`config.mk`:
```
export PLATFORM = sky130hd
export DESIGN_NAME = tick_timer_flat
export DESIGN_NICKNAME = d
export VERILOG_FILES = /design/src/rtl/tick_timer_if.sv /design/src/rtl/tick_timer.sv /design/src/flat_wrapper.sv
export SDC_FILE = /design/constraint.sdc
export NUM_CORES = 1
export LEC_CHECK = 0
export BUFFER_PORTS_ARGS = -buffer_cell sky130_fd_sc_hd__buf_4
export CAP_MARGIN = 40
export CORE_UTILIZATION = 48
export CTS_CLUSTER_SIZE = 25
export DETAILED_ROUTE_END_ITERATION = 8
export GPL_ROUTABILITY_DRIVEN = 0
export PLACE_DENSITY = 0.76
export SLEW_MARGIN = 20
export SYNTH_ARGS = -nofsm -noshare
export SYNTH_HDL_FRONTEND = slang
export SYNTH_SLANG_ARGS = --single-unit
```
`constraint.sdc`:
```
create_clock -name clk -period 1.9 [get_ports clk]
set_input_delay 0.285 -clock clk [delete_from_list [all_inputs] [get_ports clk]]
set_output_delay 0.285 -clock clk [all_outputs]
set_load 0.05 [all_outputs]
```
`src/rtl/tick_timer_if.sv`:
```
// Control/status bundle between a tick_timer and whatever drives it.
// The master modport drives the controls; the slave modport is the timer itself.
interface tick_timer_if #(
  parameter int unsigned WIDTH = 8
);
  logic             tick;
  logic             start;
  logic             stop;
  logic             pause;
  logic             auto_reload;
  logic [WIDTH-1:0] load_val;
  logic [WIDTH-1:0] cmp_val;
  logic             irq_clr;
  logic [WIDTH-1:0] count;
  logic             busy;
  logic             done;
  logic             irq;
  logic             pwm_out;

  modport master (
    output tick, start, stop, pause, auto_reload, load_val, cmp_val, irq_clr,
    input  count, busy, done, irq, pwm_out
  );

  modport slave (
    input  tick, start, stop, pause, auto_reload, load_val, cmp_val, irq_clr,
    output count, busy, done, irq, pwm_out
  );
endinterface

```
`src/rtl/tick_timer.sv`:
```
// Prescaled down-counting timer with one-shot/auto-reload modes, pause/stop,
// a sticky interrupt flag and a compare-based PWM output.
module tick_timer #(
  parameter int unsigned WIDTH = 8
) (
  input  logic         clk,
  input  logic         reset,
  tick_timer_if.slave  bus
);

  typedef enum logic [1:0] {
    IDLE = 2'd0,
    RUN  = 2'd1,
    HOLD = 2'd2
  } state_e;

  state_e           state_q, state_d;
  logic [WIDTH-1:0] count_q, count_d;
  logic             done_q,  done_d;
  logic             irq_q,   irq_d;
  logic             start_ok;

  assign start_ok = bus.start && (bus.load_val != WIDTH'(0));

  // Next-state logic; priority is stop > start > pause > tick.
  always_comb begin
    state_d = state_q;
    count_d = count_q;
    done_d  = 1'b0;
    irq_d   = irq_q;

    if (bus.irq_clr) begin
      irq_d = 1'b0;
    end

    if (bus.stop) begin
      state_d = IDLE;
      count_d = WIDTH'(0);
    end else if (start_ok) begin
      state_d = RUN;
      count_d = bus.load_val;
    end else begin
      case (state_q)
        RUN: begin
          if (bus.pause) begin
            state_d = HOLD;
          end else if (bus.tick) begin
            if (count_q > WIDTH'(1)) begin
              count_d = count_q - WIDTH'(1);
            end else begin
              // Expiry: irq set overrides a coincident irq_clr.
              done_d = 1'b1;
              irq_d  = 1'b1;
              if (bus.auto_reload && (bus.load_val != WIDTH'(0))) begin
                count_d = bus.load_val;
              end else begin
                count_d = WIDTH'(0);
                state_d = IDLE;
              end
            end
          end
        end
        HOLD: begin
          if (!bus.pause) begin
            state_d = RUN;
          end
        end
        default: begin
          state_d = IDLE;
        end
      endcase
    end
  end

  always_ff @(posedge clk) begin
    if (reset) begin
      state_q <= IDLE;
      count_q <= WIDTH'(0);
      done_q  <= 1'b0;
      irq_q   <= 1'b0;
    end else begin
      state_q <= state_d;
      count_q <= count_d;
      done_q  <= done_d;
      irq_q   <= irq_d;
    end
  end

  assign bus.count   = count_q;
  assign bus.done    = done_q;
  assign bus.irq     = irq_q;
  assign bus.busy    = (state_q != IDLE);
  assign bus.pwm_out = (state_q != IDLE) && (count_q <= bus.cmp_val);

endmodule

```
`src/flat_wrapper.sv`:
```
// flat-port wrapper written by rule: the top's interface ports become plain ports
module tick_timer_flat 
#(
  parameter int unsigned WIDTH = 8
)
  (clk, reset, bus_tick, bus_start, bus_stop, bus_pause, bus_auto_reload, bus_load_val, bus_cmp_val, bus_irq_clr, bus_count, bus_busy, bus_done, bus_irq, bus_pwm_out);
  tick_timer_if #(.WIDTH(WIDTH)) bus_i ();
  input  logic clk;
  input  logic reset;
  input wire logic [$bits(bus_i.tick)-1:0] bus_tick;
  input wire logic [$bits(bus_i.start)-1:0] bus_start;
  input wire logic [$bits(bus_i.stop)-1:0] bus_stop;
  input wire logic [$bits(bus_i.pause)-1:0] bus_pause;
  input wire logic [$bits(bus_i.auto_reload)-1:0] bus_auto_reload;
  input wire logic [$bits(bus_i.load_val)-1:0] bus_load_val;
  input wire logic [$bits(bus_i.cmp_val)-1:0] bus_cmp_val;
  input wire logic [$bits(bus_i.irq_clr)-1:0] bus_irq_clr;
  output wire logic [$bits(bus_i.count)-1:0] bus_count;
  output wire logic [$bits(bus_i.busy)-1:0] bus_busy;
  output wire logic [$bits(bus_i.done)-1:0] bus_done;
  output wire logic [$bits(bus_i.irq)-1:0] bus_irq;
  output wire logic [$bits(bus_i.pwm_out)-1:0] bus_pwm_out;
  assign bus_i.tick = bus_tick;
  assign bus_i.start = bus_start;
  assign bus_i.stop = bus_stop;
  assign bus_i.pause = bus_pause;
  assign bus_i.auto_reload = bus_auto_reload;
  assign bus_i.load_val = bus_load_val;
  assign bus_i.cmp_val = bus_cmp_val;
  assign bus_i.irq_clr = bus_irq_clr;
  assign bus_count = bus_i.count;
  assign bus_busy = bus_i.busy;
  assign bus_done = bus_i.done;
  assign bus_irq = bus_i.irq;
  assign bus_pwm_out = bus_i.pwm_out;
  tick_timer #(.WIDTH(WIDTH)) u_core (.clk(clk), .reset(reset), .bus(bus_i));
endmodule
```
==> metrics.cfg <==
[power_and_ir_drop]
p_seq_share_pct=33.2
power_frac_comb_pct=41.4
p_int_mw=0.540
switchingPower_mw=0.290
clkPwrFrac_pct=25.4
power_density_mw_per_mm2=561
cellLeakagePower_nw=0.661
switching_share_pct=35.0
ir_drop_v=0.000415
fin_total_pwr_mw=0.830

[timing]
tns_ns=-0.0623
tightest_slew_ns=0.511
maxSlewHeadroom_pct=65.8
finClkSkew_ns=0.000978
fin_crit_ns=1.96
setup_viol=1
rsz0062_at_grt=true
fmax_mhz=510
setup_ws_ns=-0.0623
hold_viol=0
drv_slew=0
period_share_pct=103

[setup_path]
start_kind=flip-flop
worstReg2RegStart=u_core.bus.count[1]$_SDFFE_PP0P_
crit_path_end_kind=output port
cp_max_fo=5
cp.required_ns=1.62
r2r_slack_ns=0.01
r2r_cells=9
cp.arrival_ns=1.68
reg2reg_to=u_core.bus.count[0]$_SDFFE_PP0P_
path_class=flip-flop to output port

[die]
row_count=15
io_pins=36
chipHeight_um=46.1
die_width_um=46.1
fp.coreArea_mm2=0.00178
die_area_mm2=0.00212
start_util_pct=52.4

[clock_network]
ctsHtreeMaxLevel=1
ctsHoldBuffers=0
clock-root-buffer=clkbuf_4
clock-sinks=12
clk_latency_ns=0.28
cts_tree=built
numCtsBuffers=3
cts.reportedPaths.clkPinSlew_ns=0.08
clockBufferDepth=2

[yosys]
syn_area_um2=933
synthFlopType=dfxtp_1
ys_top_cells_by_count=12 x dfxtp_1, 10 x a21oi_1, 10 x ha_1, 10 x o21ai_0, 9 x inv_1
ys_seq_area_share_pct=25.7
netlist_instances=111
syn_nets=145
ys_ff_latch=12
syn_area_per_cell_um2=8.41
yosysUniqueCellTypes=36
synthTopCellsByArea=dfxtp_1 26%, ha_1 13%, a21oi_1 5.4%, o21ai_0 5.4%, xor2_1 3.8%
yosys.area.top_type_share_pct=25.7
synth_edf_count=0
yosys_warnings=0
async_reset_ff_share_pct=0
synth_most_common_cell=dfxtp_1
synth_top_area_cell=dfxtp_1

[drt]
ant_nets=0
drc=0
drt-initial-drc-count=21
drt_pre_antenna_iters=7
via_count=1061
wire_per_inst_um=16.1
viasPerCell=5.67
routed_wl_um=3010

[hold_path]
hold_path_depth=2
hp-start=reset
hold_class=input pin to flip-flop
worstHoldEndpoint=u_core.bus.irq$_SDFF_PP0_

[run]
max_cap_violations=0

[outcome]
status=complete, but fails checks
violations=setup timing

[global_routing]
overflow=0
grt_pass1_vias=933
antenna_found_initial=0
grt_pass1_wl_um=4070
grt_max_degree=11
grt_use_total_pct=27.9

[final_layout]
multiInputGateArea_um2=766
drive_gt1_share_pct=51.2
diodes=0
nFillCells=117
seq_area_um2=253
fin_nets=197
syn_to_final_growth_pct=58.6

[place]
port-buffer-count=35
dp_hpwl_um=2030
post-place-ws_ns=0.0205

layer usage:
| metal | up-vias | GRT usage, % | routed length, µm |
|---|---|---|---|
| li1 | 516 | - | - |
| met1 | 494 | 33.1 | 1250 |
| met2 | 39 | 46.2 | 1560 |
| met3 | 12 | 7.06 | 113 |
| met4 | 0 | 13.5 | 90 |
| met5 | - | 0 | 0 |
state kept, by name, indices dropped and copies added (netlist names):
signal,count
u_core.bus.count,8
u_core.bus.done,1
u_core.state_q,2
u_core.bus.irq,1
cell usage in the layout, fill, tap and decap left out, drive strengths merged:
| cell type | n |
|---|---|
| nand4 | 2 |
| nor3 | 4 |
| nor4b | 1 |
| or2 | 2 |
| xor2 | 4 |
| nor2b | 3 |
| buf | 47 |
| o211ai | 2 |
| dfxtp | 12 |
| nand2 | 6 |
| nor4 | 2 |
| and2 | 1 |
| or3 | 1 |
| ha | 10 |
| o21a | 2 |
| xnor2 | 2 |
| o22a | 1 |
| a22oi | 2 |
| nand2b | 2 |
| or4 | 2 |
| a221oi | 4 |
| clkbuf | 4 |
| a21oi | 10 |
| inv | 9 |
| and3b | 1 |
| nor2 | 9 |
| a211oi | 3 |
| nand3 | 1 |
| o21ai | 11 |
| o22ai | 1 |
| nand3b | 1 |
through the flow:
stage | area [µm²] | hold slack [ns] | instances | util, %
2_1_floorplan | 941 | 0.354 | 111 | -
3_3_place_gp | 1280 | 0.455 | 177 | 71.8
3_5_place_dp | 1280 | 0.459 | 177 | 71.8
4_1_cts | 1410 | 0.156 | 186 | 79.2
5_1_grt | 1480 | 0.158 | 187 | 83.0
6_report | 1480 | 0.162 | 187 | 83.0
kinds of logic (layout without fill, tap and decap cells):
logic type                 count (synthesis)  in the layout  share of synthesized area (%)
and+or+nand+nor                           38             38                           25.6
AOI/OAI and AO/OA                         36             36                           26.0
DFF                                       12             12                           25.7
adders and majority gates                 10             10                           13.4
buffers and inverters                      9             60                           3.62
xor gates and xnor gates                   6              6                           5.63
power groups by stage:
stage,Combinational [mW],Clock (mW),Sequential (mW)
after global routing,0.367,0.228,0.277
after global placement,0.272,0,0.283
after detailed placement,0.279,0,0.283
after floorplan,0.148,0,0.313
after CTS,0.306,0.215,0.275
final,0.344,0.211,0.276
final cells by class:
cell class,count,area share [%]
Sequential cell,12,17.1
Tap cell,25,2.11
Timing Repair Buffer,47,24.3
Inverter,9,2.28
Clock buffer,4,2.45
Multi-Input combinational cell,90,51.7
worst max path at each step:
stage / end / start / slack (ns) / cells after the start
2_1_floorplan: bus_pwm_out / u_core.bus.count[4]$_SDFFE_PP0P_ / -0.16 / 5
3_3_place_gp: u_core.bus.count[5]$_SDFFE_PP0P_ / bus_load_val[5] / 0.08 / 6
3_5_place_dp: u_core.bus.count[0]$_SDFFE_PP0P_ / bus_load_val[5] / 0.02 / 6
4_1_cts: bus_pwm_out / u_core.bus.count[1]$_SDFFE_PP0P_ / -0.04 / 7
5_1_grt: bus_pwm_out / u_core.bus.count[0]$_SDFFE_PP0P_ / -0.18 / 9
6_report: bus_pwm_out / u_core.bus.count[6]$_SDFFE_PP0P_ / -0.06 / 6
worst max-delay path, stage by stage (launching register included):
cell	delay, ns
dfxtp_1	0.37
ha_1	0.33
nand2_1	0.06
o21ai_0	0.21
o22ai_1	0.11
and2_1	0.17
buf_6	0.15
what timing repair did:
item                                    4_1_cts  5_1_grt
setup buffers                                 5        1
pin swaps                                     5        6
resized for setup                            10       12
hold endpoints to repair                      0        0
endpoints found under the setup margin        1       11
Power figures use the tool's default switching activity.
